<file path="src/rtl/axis_sc_fifo.sv">
// axis_sc_fifo: single-clock AXI-Stream FIFO with first-word-fall-through output.
// Depth is 2**ADDRESS_WIDTH; ADDRESS_WIDTH=0 degenerates to a one-entry holding register.
// Optional feature macro: AXIS_SC_FIFO_TLAST_EN adds s_axis_tlast/m_axis_tlast, stored with each word.
module axis_sc_fifo #(
    parameter int DATA_WIDTH    = 64,
    parameter int ADDRESS_WIDTH = 1
) (
    input  logic                     aclk,
    input  logic                     areset,
    input  logic                     s_axis_valid,
    output logic                     s_axis_ready,
    input  logic [DATA_WIDTH-1:0]    s_axis_data,
`ifdef AXIS_SC_FIFO_TLAST_EN
    input  logic                     s_axis_tlast,
    output logic                     m_axis_tlast,
`endif
    output logic                     s_axis_full,
    output logic [ADDRESS_WIDTH:0]   s_axis_room,
    output logic                     m_axis_valid,
    input  logic                     m_axis_ready,
    output logic [DATA_WIDTH-1:0]    m_axis_data,
    output logic [ADDRESS_WIDTH:0]   m_axis_level,
    output logic                     m_axis_empty
);

    localparam int DEPTH     = 1 << ADDRESS_WIDTH;
    localparam int PTR_W     = (ADDRESS_WIDTH > 0) ? ADDRESS_WIDTH : 1;
    localparam int MEM_DEPTH = 1 << PTR_W;
    localparam int LVL_W     = ADDRESS_WIDTH + 1;
`ifdef AXIS_SC_FIFO_TLAST_EN
    localparam int WORD_W    = DATA_WIDTH + 1;
`else
    localparam int WORD_W    = DATA_WIDTH;
`endif

    // Storage is intentionally not reset; only pointers, flags and the output word are.
    logic [WORD_W-1:0] mem [MEM_DEPTH];

    logic [WORD_W-1:0] word_in;
    logic [WORD_W-1:0] head_reg;
    logic [PTR_W-1:0]  wr_ptr_reg, wr_ptr_next;
    logic [PTR_W-1:0]  rd_ptr_reg, rd_ptr_next;
    logic [LVL_W-1:0]  level_reg, level_next;
    logic [LVL_W-1:0]  room_reg;
    logic              full_reg;
    logic              empty_reg;
    logic              wr_en;
    logic              rd_en;
    logic              bypass;

`ifdef AXIS_SC_FIFO_TLAST_EN
    assign word_in = {s_axis_tlast, s_axis_data};
`else
    assign word_in = s_axis_data;
`endif

    // Handshakes only look at registered flags, so ready never depends on valid.
    assign wr_en = s_axis_valid && !full_reg;
    assign rd_en = m_axis_ready && !empty_reg;

    // Pointer wrap; with a single entry both pointers are pinned at zero.
    function automatic logic [PTR_W-1:0] ptr_inc(input logic [PTR_W-1:0] p);
        if (ADDRESS_WIDTH == 0)
            return '0;
        else
            return p + 1'b1;
    endfunction

    // Next-state pointers and fill level from this cycle's handshakes.
    always_comb begin
        wr_ptr_next = wr_ptr_reg;
        rd_ptr_next = rd_ptr_reg;
        level_next  = level_reg;
        if (wr_en)
            wr_ptr_next = ptr_inc(wr_ptr_reg);
        if (rd_en)
            rd_ptr_next = ptr_inc(rd_ptr_reg);
        case ({wr_en, rd_en})
            2'b10:   level_next = level_reg + 1'b1;
            2'b01:   level_next = level_reg - 1'b1;
            default: level_next = level_reg;
        endcase
    end

    // The incoming word becomes the new head when it lands where the read pointer will sit
    // (FIFO empty, or a single word being replaced by a simultaneous read and write).
    assign bypass = wr_en && (rd_ptr_next == wr_ptr_reg);

    // Pointer, level and status registers, all updated on the same edge.
    always_ff @(posedge aclk or posedge areset) begin
        if (areset) begin
            wr_ptr_reg <= '0;
            rd_ptr_reg <= '0;
            level_reg  <= '0;
            room_reg   <= LVL_W'(DEPTH);
            full_reg   <= 1'b0;
            empty_reg  <= 1'b1;
        end else begin
            wr_ptr_reg <= wr_ptr_next;
            rd_ptr_reg <= rd_ptr_next;
            level_reg  <= level_next;
            room_reg   <= LVL_W'(DEPTH) - level_next;
            full_reg   <= (level_next == LVL_W'(DEPTH));
            empty_reg  <= (level_next == '0);
        end
    end

    // Registered head word: prefetches the next oldest entry so the output is first-word-fall-through.
    always_ff @(posedge aclk or posedge areset) begin
        if (areset) begin
            head_reg <= '0;
        end else if (level_next != '0) begin
            head_reg <= bypass ? word_in : mem[rd_ptr_next];
        end
    end

    // Payload storage write port.
    always_ff @(posedge aclk) begin
        if (wr_en)
            mem[wr_ptr_reg] <= word_in;
    end

    assign s_axis_ready = !full_reg;
    assign s_axis_full  = full_reg;
    assign s_axis_room  = room_reg;
    assign m_axis_valid = !empty_reg;
    assign m_axis_empty = empty_reg;
    assign m_axis_level = level_reg;
    assign m_axis_data  = head_reg[DATA_WIDTH-1:0];
`ifdef AXIS_SC_FIFO_TLAST_EN
    assign m_axis_tlast = head_reg[DATA_WIDTH];
`endif

endmodule

</file>
<file path="config.mk">
export PLATFORM = sky130hd
export DESIGN_NAME = axis_sc_fifo
export DESIGN_NICKNAME = d
export VERILOG_FILES = /design/src/rtl/axis_sc_fifo.sv
export SDC_FILE = /design/constraint.sdc
export NUM_CORES = 1
export LEC_CHECK = 0
export BUFFER_PORTS_ARGS = -buffer_cell sky130_fd_sc_hd__clkbuf_2
export CAP_MARGIN = 20
export CELL_PAD_IN_SITES_DETAIL_PLACEMENT = 1
export CELL_PAD_IN_SITES_GLOBAL_PLACEMENT = 2
export CORE_ASPECT_RATIO = 1.4
export CORE_UTILIZATION = 30
export DETAILED_ROUTE_END_ITERATION = 6
export HOLD_SLACK_MARGIN = 0.12
export MAX_ROUTING_LAYER = met4
export PLACE_DENSITY_LB_ADDON = 0.2
export SLEW_MARGIN = 20
export SYNTH_ARGS = -nofsm -noshare
export SYNTH_HDL_FRONTEND = slang
export SYNTH_SLANG_ARGS = --single-unit
</file>
<file path="constraint.sdc">
create_clock -name aclk -period 14 [get_ports aclk]
set_input_delay 2.1 -clock aclk [delete_from_list [all_inputs] [get_ports aclk]]
set_output_delay 2.1 -clock aclk [all_outputs]
set_load 0.05 [all_outputs]
</file>
==> metrics <==
status complete, no violations; Crit Path Category in -> reg; Wirelength per Cell 18.4 um; Die Span X 140 um; max_cap viols 0; share of layout cells above drive strength 1 0.267; clk_lat worst skew 0.44 ns; CP required 14.29 ns; routed vias 5332; # IOs 140; vias in the first global route 5781; Worst Setup Start Kind primary input; max FFs per register 128; GRT Total Usage 0.163; relative slew slack 0.328; root buffer cell clkbuf_16; area grow syn2layout 20.5%; GRT met2 Usage 0.287; pin count of the biggest net entering global routing 81; most frequent cells in the layout nand2_1, clkbuf_2, edfxtp_1, dfrtp_1, nor2_1; Post-Syn Instances 650; Nets 844; post-layout util 0.368; final slew viol count 0; Post-CTS Repair Setup Buffers 0; fillers 2853; synth unique cells 23; Worst Path Arrival 5.00 ns; Final Setup Violations 0; crit end category flop; Synth Warn # 0; Most Crowded Layer GR met2; reg2reg start m_axis_empty; Port Buffers 139; CTS Hold Bufs 0; ys flop type edfxtp_1; fraction of the yosys area taken by sequential cells 0.706; DR iter-0 viols 176; # diodes 0; Post-synth EDFFs 128; DRC 0; Clock transition at path regs 0.07 ns; final hold viol count 0; Starting Density 0.305; GR Util met3 0.0355; GR met1 Demand/Resource 0.179; CTS Sinks 199; min cycle time layout 4.71 ns; period utilisation layout 0.336; clock buffer depth 2; ys async rst share 0.357; CP Launch Point m_axis_ready; Die Ht 195 um; Netlist Area Pre-Place 7960 um^2; Detail Route Antenna Nets 0; Yosys reg bits 199; num rows 70; detailed placer's ending HPWL 12000 um; global-route wire length before repair 32500 um; cts repair resizes 0; Most flops, register mem; Avg Inst Size Synth 12.3 um^2; TritonCTS clock tree yes; Max FO, Critical Path 80; H-tree depth 4; initial antenna violation count 0; final setup TNS 0 ns; worst-margin pin slew 1.01 ns; hold path startpoint m_axis_data[6]; DRT Pass-1 Iters 4; GRT overflow 0; HP Class reg -> reg; RSZ-0062 raised after global routing no; clock skew 0.00854 ns; Inserted Clock Buffers 17; GPL Wtd Cong 0.690; Via density 4.80; FMAX 212 MHz; syn nets 720; Total Wirelength 20500 um; commonest non-fill, non-tap cell in the layout nand2_1; Core ar. 26100 um^2; DIE AREA 27200 um^2
-- critical path, stage by stage --
cell	delay, ns
clkbuf_2	0.08
nor2b_4	0.13
xnor2_4	0.66
buf_4	0.61
mux2i_4	0.33
buf_4	0.65
and3_1	0.29
o31ai_2	0.07
-- path summary, 6_finish.rpt --
check | to | slack (ns) | depth (start not counted)
max reg2reg | m_axis_data[37] | 10.54 | 7
max | m_axis_data[37] | 9.29 | 8
max in group asynchronous | s_axis_full | 11.60 | 3
min reg2reg | m_axis_data[6] | 0.48 | 2
min | m_axis_data[6] | 0.48 | 2
min in group asynchronous | m_axis_data[59] | 1.87 | 3
-- stage by stage --
| step | std cells | area [um^2] | setup WS (ns) | hold WS (ns) |
|---|---|---|---|---|
| detailed placement | 1078 | 8950 | 8.68 | 0.474 |
| floorplan | 650 | 7960 | 7.86 | 0.461 |
| finish | 1111 | 9590 | 9.29 | 0.479 |
| global placement | 1078 | 8950 | 8.77 | 0.460 |
| CTS | 1110 | 9570 | 9.18 | 0.490 |
| global route | 1111 | 9590 | 9.03 | 0.513 |
-- synthesized netlist by cell type (2+ instances only) --
library cell | n | area (um^2)
o31ai_2 | 20 | 250
xor2_1 | 3 | 26.3
edfxtp_1 | 128 | 3840
nor2_1 | 67 | 251
clkbuf_1 | 11 | 41.3
buf_4 | 3 | 22.5
clkbuf_2 | 3 | 15.0
ha_1 | 2 | 25.0
o31ai_1 | 44 | 330
xnor2_1 | 3 | 26.3
dfrtp_1 | 69 | 1730
inv_1 | 5 | 18.8
nand2_1 | 194 | 728
buf_6 | 3 | 33.8
and3_1 | 65 | 407
buf_2 | 22 | 110
dfstp_2 | 2 | 52.6
-- layer usage --
metal	vias to the layer above	wire length [um]
met2	98	10900
met3	20	663
met5	-	0
met4	0	394
met1	2712	8470
li1	2502	-
-- layout make-up --
type	count	area, um^2	share of cell area
sequential	199	5620	0.586
tap	324	405	0.0423
clock inverter	15	190	0.0198
multi-input combinational	403	2140	0.223
timing repair buffer	148	787	0.0820
clock buffer	17	425	0.0443
inverter	5	20.0	0.00209
-- logic make-up (layout without fill, tap and decap cells) --
group | after synthesis | after routing | synth area share
AOI/OAI and AO/OA | 65 | 65 | 0.0735
xor gates and xnor gates | 7 | 7 | 0.00864
adders and majority gates | 2 | 2 | 0.00314
buffers and inverters | 48 | 185 | 0.0308
DFF | 199 | 199 | 0.706
muxes | 1 | 1 | 0.00126
and+or+nand+nor | 328 | 328 | 0.177
Power is left out: the tool's default activity adds up to more than one toggle a clock period on the data nets, which glitch-free logic cannot reach.
